===== src/rtl/blit_scheduler.sv =====
// blit_scheduler: round-robin arbiter that sequences one rectangular sprite blit at a time onto the VGA adapter port.
// Optional feature: define BLIT_TRANSPARENT_EN to suppress plots whose ROM colour equals TRANSP_COLOUR.
module blit_scheduler #(
  parameter int NREQ = 2,
  parameter int SPR_W = 80,
  parameter int SPR_H = 120,
  parameter int ADDR_W = 14,
  parameter int X_MAX = 320,
  parameter int Y_MAX = 240,
  parameter logic [2:0] TRANSP_COLOUR = 3'b101
) (
  input  logic                     clk,
  input  logic                     reset,
  input  logic [NREQ-1:0]          req,
  input  logic [9*NREQ-1:0]        req_x,
  input  logic [8*NREQ-1:0]        req_y,
  input  logic [ADDR_W*NREQ-1:0]   req_base,
  output logic [NREQ-1:0]          gnt,
  output logic [NREQ-1:0]          done,
  output logic                     busy,
  output logic [ADDR_W-1:0]        rom_addr,
  input  logic [2:0]               rom_data,
  output logic [8:0]               vga_x,
  output logic [7:0]               vga_y,
  output logic [2:0]               vga_colour,
  output logic                     vga_plot
);
  localparam int PW = NREQ > 1 ? $clog2(NREQ) : 1;
  localparam int CW = $clog2(SPR_W + 1);
  localparam int RW = $clog2(SPR_H + 1);
  localparam logic [CW-1:0] C_LAST = CW'(SPR_W - 1);
  localparam logic [RW-1:0] R_LAST = RW'(SPR_H - 1);
  localparam logic [PW-1:0] P_LAST = PW'(NREQ - 1);
  localparam logic [9:0] XM = 10'(X_MAX);
  localparam logic [8:0] YM = 9'(Y_MAX);

  typedef enum logic [1:0] {IDLE, SCAN, DRAIN, DONE} state_t;

  state_t state;
  logic [PW-1:0] ptr, sel, win;
  logic any;
  logic [2*NREQ-1:0] rot;
  logic [8:0] x;
  logic [7:0] y;
  logic [CW-1:0] col, col_d;
  logic [RW-1:0] row, row_d;
  logic valid_d;
  logic [9:0] x_sum;
  logic [8:0] y_sum;
  logic in_bounds;

  assign rot = {req, req} >> ptr;

  // Round-robin pick: the lowest offset from ptr with a pending request wins.
  always_comb begin
    win = '0;
    any = 1'b0;
    for (int k = NREQ - 1; k >= 0; k--) begin
      if (rot[k]) begin
        win = PW'((int'(ptr) + k) >= NREQ ? int'(ptr) + k - NREQ : int'(ptr) + k);
        any = 1'b1;
      end
    end
  end

  // Blit sequencer: grant, row-major address scan, pipeline drain, completion pulse.
  always_ff @(posedge clk) begin
    if (!reset) begin
      state <= IDLE;
      ptr <= '0;
      sel <= '0;
      gnt <= '0;
      done <= '0;
      busy <= 1'b0;
      rom_addr <= '0;
      x <= '0;
      y <= '0;
      col <= '0;
      row <= '0;
      col_d <= '0;
      row_d <= '0;
      valid_d <= 1'b0;
    end else begin
      gnt <= '0;
      done <= '0;
      valid_d <= state == SCAN;
      col_d <= col;
      row_d <= row;
      case (state)
        IDLE: if (any) begin
          state <= SCAN;
          sel <= win;
          ptr <= win == P_LAST ? '0 : win + 1'b1;
          gnt <= NREQ'(1) << win;
          busy <= 1'b1;
          x <= req_x[9*win +: 9];
          y <= req_y[8*win +: 8];
          rom_addr <= req_base[ADDR_W*win +: ADDR_W];
          col <= '0;
          row <= '0;
        end
        SCAN: begin
          rom_addr <= rom_addr + 1'b1;
          col <= col == C_LAST ? '0 : col + 1'b1;
          if (col == C_LAST) begin
            row <= row + 1'b1;
            if (row == R_LAST) state <= DRAIN;
          end
        end
        DRAIN: begin
          state <= DONE;
          done <= NREQ'(1) << sel;
        end
        default: begin
          state <= IDLE;
          busy <= 1'b0;
        end
      endcase
    end
  end

  assign x_sum = {1'b0, x} + 10'(col_d);
  assign y_sum = {1'b0, y} + 9'(row_d);
  assign vga_x = x_sum[8:0];
  assign vga_y = y_sum[7:0];
  assign vga_colour = valid_d ? rom_data : 3'b000;
  assign in_bounds = valid_d && x_sum < XM && y_sum < YM;

`ifdef BLIT_TRANSPARENT_EN
  assign vga_plot = in_bounds && rom_data != TRANSP_COLOUR;
`else
  logic unused_transp;
  assign unused_transp = ^TRANSP_COLOUR;
  assign vga_plot = in_bounds;
`endif
endmodule

===== config.mk =====
export PLATFORM = sky130hd
export DESIGN_NAME = blit_scheduler
export DESIGN_NICKNAME = d
export VERILOG_FILES = /design/src/rtl/blit_scheduler.sv
export SDC_FILE = /design/constraint.sdc
export NUM_CORES = 1
export LEC_CHECK = 0
export CORE_AREA = 2 2 97 99
export DETAILED_ROUTE_END_ITERATION = 6
export DIE_AREA = 0 0 99 101
export PLACE_DENSITY = 0.78
export SKIP_LAST_GASP = 1
export SLEW_MARGIN = 15
export SYNTH_ARGS = -nofsm -noshare
export SYNTH_HDL_FRONTEND = slang
export SYNTH_SLANG_ARGS = --single-unit

===== constraint.sdc =====
create_clock -name clk -period 2.6 [get_ports clk]
set_clock_uncertainty 0.1 [all_clocks]
set_input_delay 0.78 -clock clk [delete_from_list [all_inputs] [get_ports clk]]
set_output_delay 0.78 -clock clk [all_outputs]
set_load 0.05 [all_outputs]

==> results.txt, run 1 <==
YS warnings = 0
FF-to-FF setup slack = 440 ps
Final Hold Fails = 0
total wire length = 11400 µm
final critical-path required period = 3380 ps
vias in the first global route = 3876
status = finished with violations
HP Class = reg2reg
Startpoint Class = register
Port Buffer Count = 108
Max Cap Viol = 0
Antenna Nets Post-Route = 0
clk buf depth = 2
fin crit share = 1.30
Core Area = 0.00898 mm²
fraction of final layout cells sized beyond drive strength 1 = 0.280
DR WL/cell = 16.4 µm
adder-cell share of the synthesized area = 0.0812
Comb pwr share = 0.558
Final Instance Area = 0.00615 mm²
Leak = 2.64 nW
CP max stage cell = dfxtp_2
H-tree depth reported by CTS = 3
Top Ports = 109
xor-xnor portion of the synthesized cell area = 0.0376
Final Max Tran Viols = 0
failing checks = setup timing
worst slew pin tran = 537 ps
Overflow after GRT = 0
later-pin clock latency in the skew report = 340 ps
Max stage delay on crit path = 340 ps
syn avg cell area = 8.88 µm²
Synth Area in Compound Gates = 0.217
CTS tree = done
die height = 101 µm
NetSw = 2.44 mW
row count = 35
Num CTS Buffers = 9
Die W = 99 µm
ant diodes = 0
Initial Util = 0.415
pin count of the biggest net entering global routing = 37
first-pass GRT wire length = 18500 µm
FFs w/ async S/R, synth = 0
Syn Inst Count = 420
largest family of logic cells by synthesized area = compound AO/OA/AOI/OAI gates
kind of end point of the critical path = output pin
crit path DAT = 2500 ps
synth unique cells = 56
# DRC = 0
dpl cell area = 0.00562 mm²
critical setup path kind = reg2out
GRT Util Overall = 0.228
register area share after synthesis = 0.370
worst path required time = 1720 ps
peak supply drop = 0.457 mV
top_reg_cell synth = dfxtp_1
synthesized area = 0.00373 mm²
1st-pass router iterations = 6
Int Power = 3.31 mW
DR vias/cell = 5.49
hpwl dp = 7850 µm
Clock Tree Root = clkbuf_8
Area Growth Syn to Fin = 64.9%
die area = 0.0100 mm²
sequential share of power = 0.273
Final Util = 0.685
clock share of power = 0.169
antenna violations before repair = 0
Clock Sinks = 69
mux contribution to synthesized area = 0.0473
GPL Wtd Cong = 0.876
number of flops mapped to enable cells by yosys = 0
max frequency = 296 MHz
hold slack = 341 ps
Slew headroom = 0.642
final setup fails = 12
Setup TNS = -4550 ps
crit-path cells = ha_4, inv_2, fa_2, nor2b_2, o31a_1, o21a_1, o31a_4, and4_4, a211oi_4, buf_12
Simple-Gate Fraction of Synth Area = 0.191
RSZ-0062 raised after global routing = yes
Synth Register Bits = 69
Sw Ratio = 0.425
Final nets = 670
Clock transition at path regs = 80 ps
post-route setup slack = -777 ps
via count = 3807
initial drt markers = 225
fillcell total = 610
syn nets = 512
Pwr per Cell Area = 935 mW/mm²
Critical Path Fanout Max = 3
## cell type report
cell class | instances | area (µm²) | share of cell area
well taps | 111 | 139 | 0.0226
inverters | 30 | 113 | 0.0183
clock inverters | 6 | 86.3 | 0.0140
flip-flops and latches | 69 | 1400 | 0.227
clock buffers | 10 | 138 | 0.0224
repair buffers | 165 | 1770 | 0.288
multi-input cells | 303 | 2500 | 0.407
## through the flow
stage | power [mW] | instances | setup slack, ps
2_1_floorplan | 3.40 | 420 | -638
3_3_place_gp | 4.53 | 670 | -429
3_5_place_dp | 4.61 | 670 | -486
4_1_cts | 5.72 | 690 | -829
5_1_grt | 6.07 | 694 | -871
6_report | 5.75 | 694 | -777
## registers in the layout, summed over array words and instances (netlist names)
| signal | count |
|---|---|
| state | 2 |
| sel | 1 |
| gnt | 2 |
| rom_addr | 14 |
| x | 9 |
| done | 2 |
| row | 7 |
| y | 8 |
| busy | 1 |
| col_d | 7 |
| valid_d | 1 |
| row_d | 7 |
| col | 7 |
| ptr | 1 |
## layout by cell type, fill, tap and decap left out, types with 7 or more instances in the layout
cell and count:
a21o_1 8, a21oi_1 15, a222oi_1 17, and2_1 18, buf_12 23, buf_4 48, buf_6 7, clkbuf_8 10
clkdlybuf4s50_1 86, dfxtp_1 61, ha_1 13, ha_4 8, inv_1 29, mux2i_1 12, nand2_1 32, nand2b_1 7
nand3_1 13, nand4_1 8, nor2_1 26, nor2b_1 7, o21ai_0 19, xor2_1 7
## kinds of logic after synthesis
logic type	after synthesis
buffers and inverters	48
multiplexers	17
flip-flops	69
AND/OR/NAND/NOR	137
XOR/XNOR	16
adder cells (fa/ha/maj)	23
AO/OA/AOI/OAI	110
## timing repair
action                                  in CTS  in global routing
buffers inserted                             7                  6
gates resized for setup                     42                 12
endpoints found under the setup margin      14                 15
pin swaps                                   20                 15
hold buffers                                 0                  0
endpoints found under the hold margin        0                  0
## power groups by stage
stage | Clock [mW] | Sequential (mW) | Combinational [mW]
floorplan | 0 | 1.85 | 1.55
global placement | 0 | 1.55 | 2.99
detailed placement | 0 | 1.56 | 3.05
CTS | 0.996 | 1.56 | 3.16
global route | 1.04 | 1.60 | 3.43
finish | 0.971 | 1.57 | 3.21
## worst paths after layout
check,end,startpoint,cells after the start
worst max-delay path,vga_plot,y[0],10
worst min-delay path,done[0],sel,1
worst max register to register,rom_addr[8],state[0],7
worst min register to register,done[0],sel,1
## synthesized netlist by cell type, drive strengths merged (2+ instances only)
master	count	area share
dfxtp	69	0.37
nand2	33	0.033
inv	30	0.030
nor2	30	0.030
o21ai	24	0.034
ha	21	0.070
a21oi	20	0.028
and2	19	0.032
a222oi	17	0.046
nand3	14	0.022
mux2i	12	0.032
clkbuf	11	0.012
xor2	10	0.023
and3	9	0.017
nor2b	9	0.015
a21o	8	0.016
nand4	8	0.013
buf	7	0.014
nand2b	7	0.012
a22oi	6	0.012
o21a	6	0.012
o22ai	6	0.010
xnor2	6	0.014
a211oi	5	0.013
mux2	5	0.015
o221a	3	0.0091
a21boi	2	0.0040
a31oi	2	0.0034
and4	2	0.0047
fa	2	0.011
o31a	2	0.0047
or3	2	0.0034
## per-layer routing
metal  GRT usage  part of all wire  up-vias  wire, µm
met3      0.0499             0.075       17       850
li1            -                 -     1827         -
met2       0.402              0.49      173      5550
met5           0                 0        -         0
met1       0.274              0.42     1790      4830
met4      0.0759             0.014        0       155
## critical path: cells and delay by family, from the launching register on
family                   cells  cell delay, ps
AO/OA/AOI/OAI                4            1000
adder cells (fa/ha/maj)      2             360
buffers and inverters        2             220
flip-flops                   1             340
AND/OR/NAND/NOR              2             230
No activity file was read; power rests on OpenSTA's default activity.
==> run 2, diff against run 1 <==
--- a/config.mk
+++ b/config.mk
@@ -8,7 +8,7 @@
 export CORE_AREA = 2 2 97 99
 export DETAILED_ROUTE_END_ITERATION = 6
 export DIE_AREA = 0 0 99 101
-export PLACE_DENSITY = 0.78
+export PLACE_DENSITY_LB_ADDON = 0.1
 export SKIP_LAST_GASP = 1
 export SLEW_MARGIN = 15
 export SYNTH_ARGS = -nofsm -noshare
==> run 2 against run 1 <==
Effect of this change:
- the run still ends with setup timing left
- global-route usage fell by 1.8 points
- first-iteration DRC count decreased by 13%
- setup slack better by 1.7 ps
- final cell count rose by 0.43%
- register-to-register slack better by 60 ps
- total power about the same
- combinational power is essentially flat
- sequential share of layout area about the same
- core utilization rose by 0.63 points
- sequential power about the same
- non-clock buffer count is 3 higher
- clock power is 1% lower
- critical endpoint unchanged
- largest cell class unchanged
==> results.txt, run 2 (same netlist as run 1, synthesis figures left out) <==
worst slew pin tran = 514 ps
GRT Util Overall = 0.210
first-pass GRT wire length = 16900 µm
DR WL/cell = 15.2 µm
commonest non-fill, non-tap cell in the layout = clkdlybuf4s50_1
later-pin clock latency in the skew report = 340 ps
status = finished with violations
fin crit share = 1.30
H-tree depth reported by CTS = 3
CP max stage cell = dfxtp_2
HP Start = sel
Multi-input gate area = 0.00255 mm²
fillcell total = 668
hpwl dp = 7440 µm
clk buf depth = 2
vias in the first global route = 3588
R2R cell count = 8
Startpoint Class = register
FF-to-FF setup slack = 500 ps
Num CTS Buffers = 9
final critical-path required period = 3380 ps
reg2reg start = state[0]
antenna violations before repair = 0
largest registers = rom_addr x14, x x9, y x8
crit path to = vga_plot
Final Max Tran Viols = 0
Antenna Nets Post-Route = 0
row count = 35
Port Buffer Count = 108
HP Class = reg2reg
post-route setup slack = -776 ps
fraction of final layout cells sized beyond drive strength 1 = 0.302
Clock Tree Root = clkbuf_8
Final nets = 673
final setup fails = 13
Overflow after GRT = 0
GPL Wtd Cong = 0.809
# DRC = 0
die area = 0.0100 mm²
max frequency = 296 MHz
RSZ-0062 raised after global routing = yes
Max Cap Viol = 0
dpl ws = -500 ps
Area Growth Syn to Fin = 66.4%
Clock transition at path regs = 80 ps
Core Area = 0.00898 mm²
Clock Sinks = 69
Leak = 2.64 nW
Die W = 99 µm
max reg flops = 14
Biggest register = rom_addr
Final Hold Fails = 0
worst path required time = 1720 ps
reg2reg end = row[6]
Pwr per Cell Area = 927 mW/mm²
Slew headroom = 0.656
ant diodes = 0
peak supply drop = 0.478 mV
critical setup path kind = reg2out
crit path DAT = 2500 ps
CTS tree = done
DR vias/cell = 5.28
total wire length = 10600 µm
Final Util = 0.691
Reg area = 0.00141 mm²
most frequent cells in the layout = clkdlybuf4s50_1 (87), dfxtp_1 (55), buf_4 (52)
pin count of the biggest net entering global routing = 25
1st-pass router iterations = 5
via count = 3679
Top Ports = 109
failing checks = setup timing
kind of end point of the critical path = output pin
die height = 101 µm
initial drt markers = 195
Hold Path Depth = 1
Max stage delay on crit path = 340 ps
crit-path cells = ha_4, inv_2, fa_2, nor2b_2, o31a_1, o21a_1, o31a_4, and4_4, a211oi_4, buf_12
Critical Path Fanout Max = 3
Initial Util = 0.415
Crit. Startpoint = y[0]
==> run 2: cell types whose count changed in the layout (fill, tap and decap cells not counted), sizes merged <==
cell	before	now
buf	78	81
clkinv	3	4
clkinvlp	1	0
dlymetal6s2s	1	0
clkdlybuf4s50	86	87
==> run 2: power breakdown <==
group | leakage (nW) | internal [mW] | switching [mW] | total [mW]
Sequential | 0.571 | 1.30 | 0.250 | 1.55
Combinational | 1.96 | 1.47 | 1.77 | 3.24
Clock | 0.110 | 0.541 | 0.417 | 0.958
==> run 2: metal layers <==
layer | part of all wire | track usage | routed length, µm | up-vias
met5 | 0 | 0 | 0 | -
met4 | 0.0080 | 0.0569 | 85 | 0
met3 | 0.064 | 0.0555 | 676 | 8
met2 | 0.51 | 0.383 | 5330 | 123
met1 | 0.42 | 0.242 | 4470 | 1710
li1 | - | - | - | 1838
==> run 2: layout make-up <==
class,count,share of cell area
multi-input combinational,303,0.411
timing repair buffer,168,0.287
tap,111,0.0224
clock buffer,10,0.0206
clock inverter,6,0.0141
inverter,30,0.0181
sequential,69,0.227
==> run 2: critical path, delay by kind of cell, from the launching register on <==
| kind | cells | cell delay [ps] |
|---|---|---|
| adders and majority gates | 2 | 380 |
| buffers and inverters | 2 | 230 |
| and+or+nand+nor | 2 | 240 |
| DFF | 1 | 340 |
| AOI/OAI and AO/OA | 4 | 980 |
==> run 2: stage by stage <==
stage | instances | hold WS [ps] | area, µm² | total power [mW] | TNS [ps]
global route | 697 | 346 | 6210 | 6.09 | -5780
finish | 697 | 329 | 6210 | 5.75 | -4560
global placement | 672 | 316 | 5630 | 4.57 | -797
floorplan | 420 | 303 | 3900 | 3.40 | -719
detailed placement | 672 | 323 | 5630 | 4.63 | -1280
CTS | 691 | 321 | 6080 | 5.75 | -4380
==> run 2: how the worst min path moves through the flow <==
stage	endpoint	slack, ps
floorplan	done[0]	300
global placement	done[0]	320
finish	done[0]	330
CTS	done[0]	320
detailed placement	done[0]	320
global route	done[0]	350
==> run 2: what timing repair did <==
action                     CTS  global route
pin swaps                   24            23
gates resized for setup     48            17
buffers inserted             5             9
hold buffers                 0             0
cloned                       0             0
setup endpoints to repair   14            14
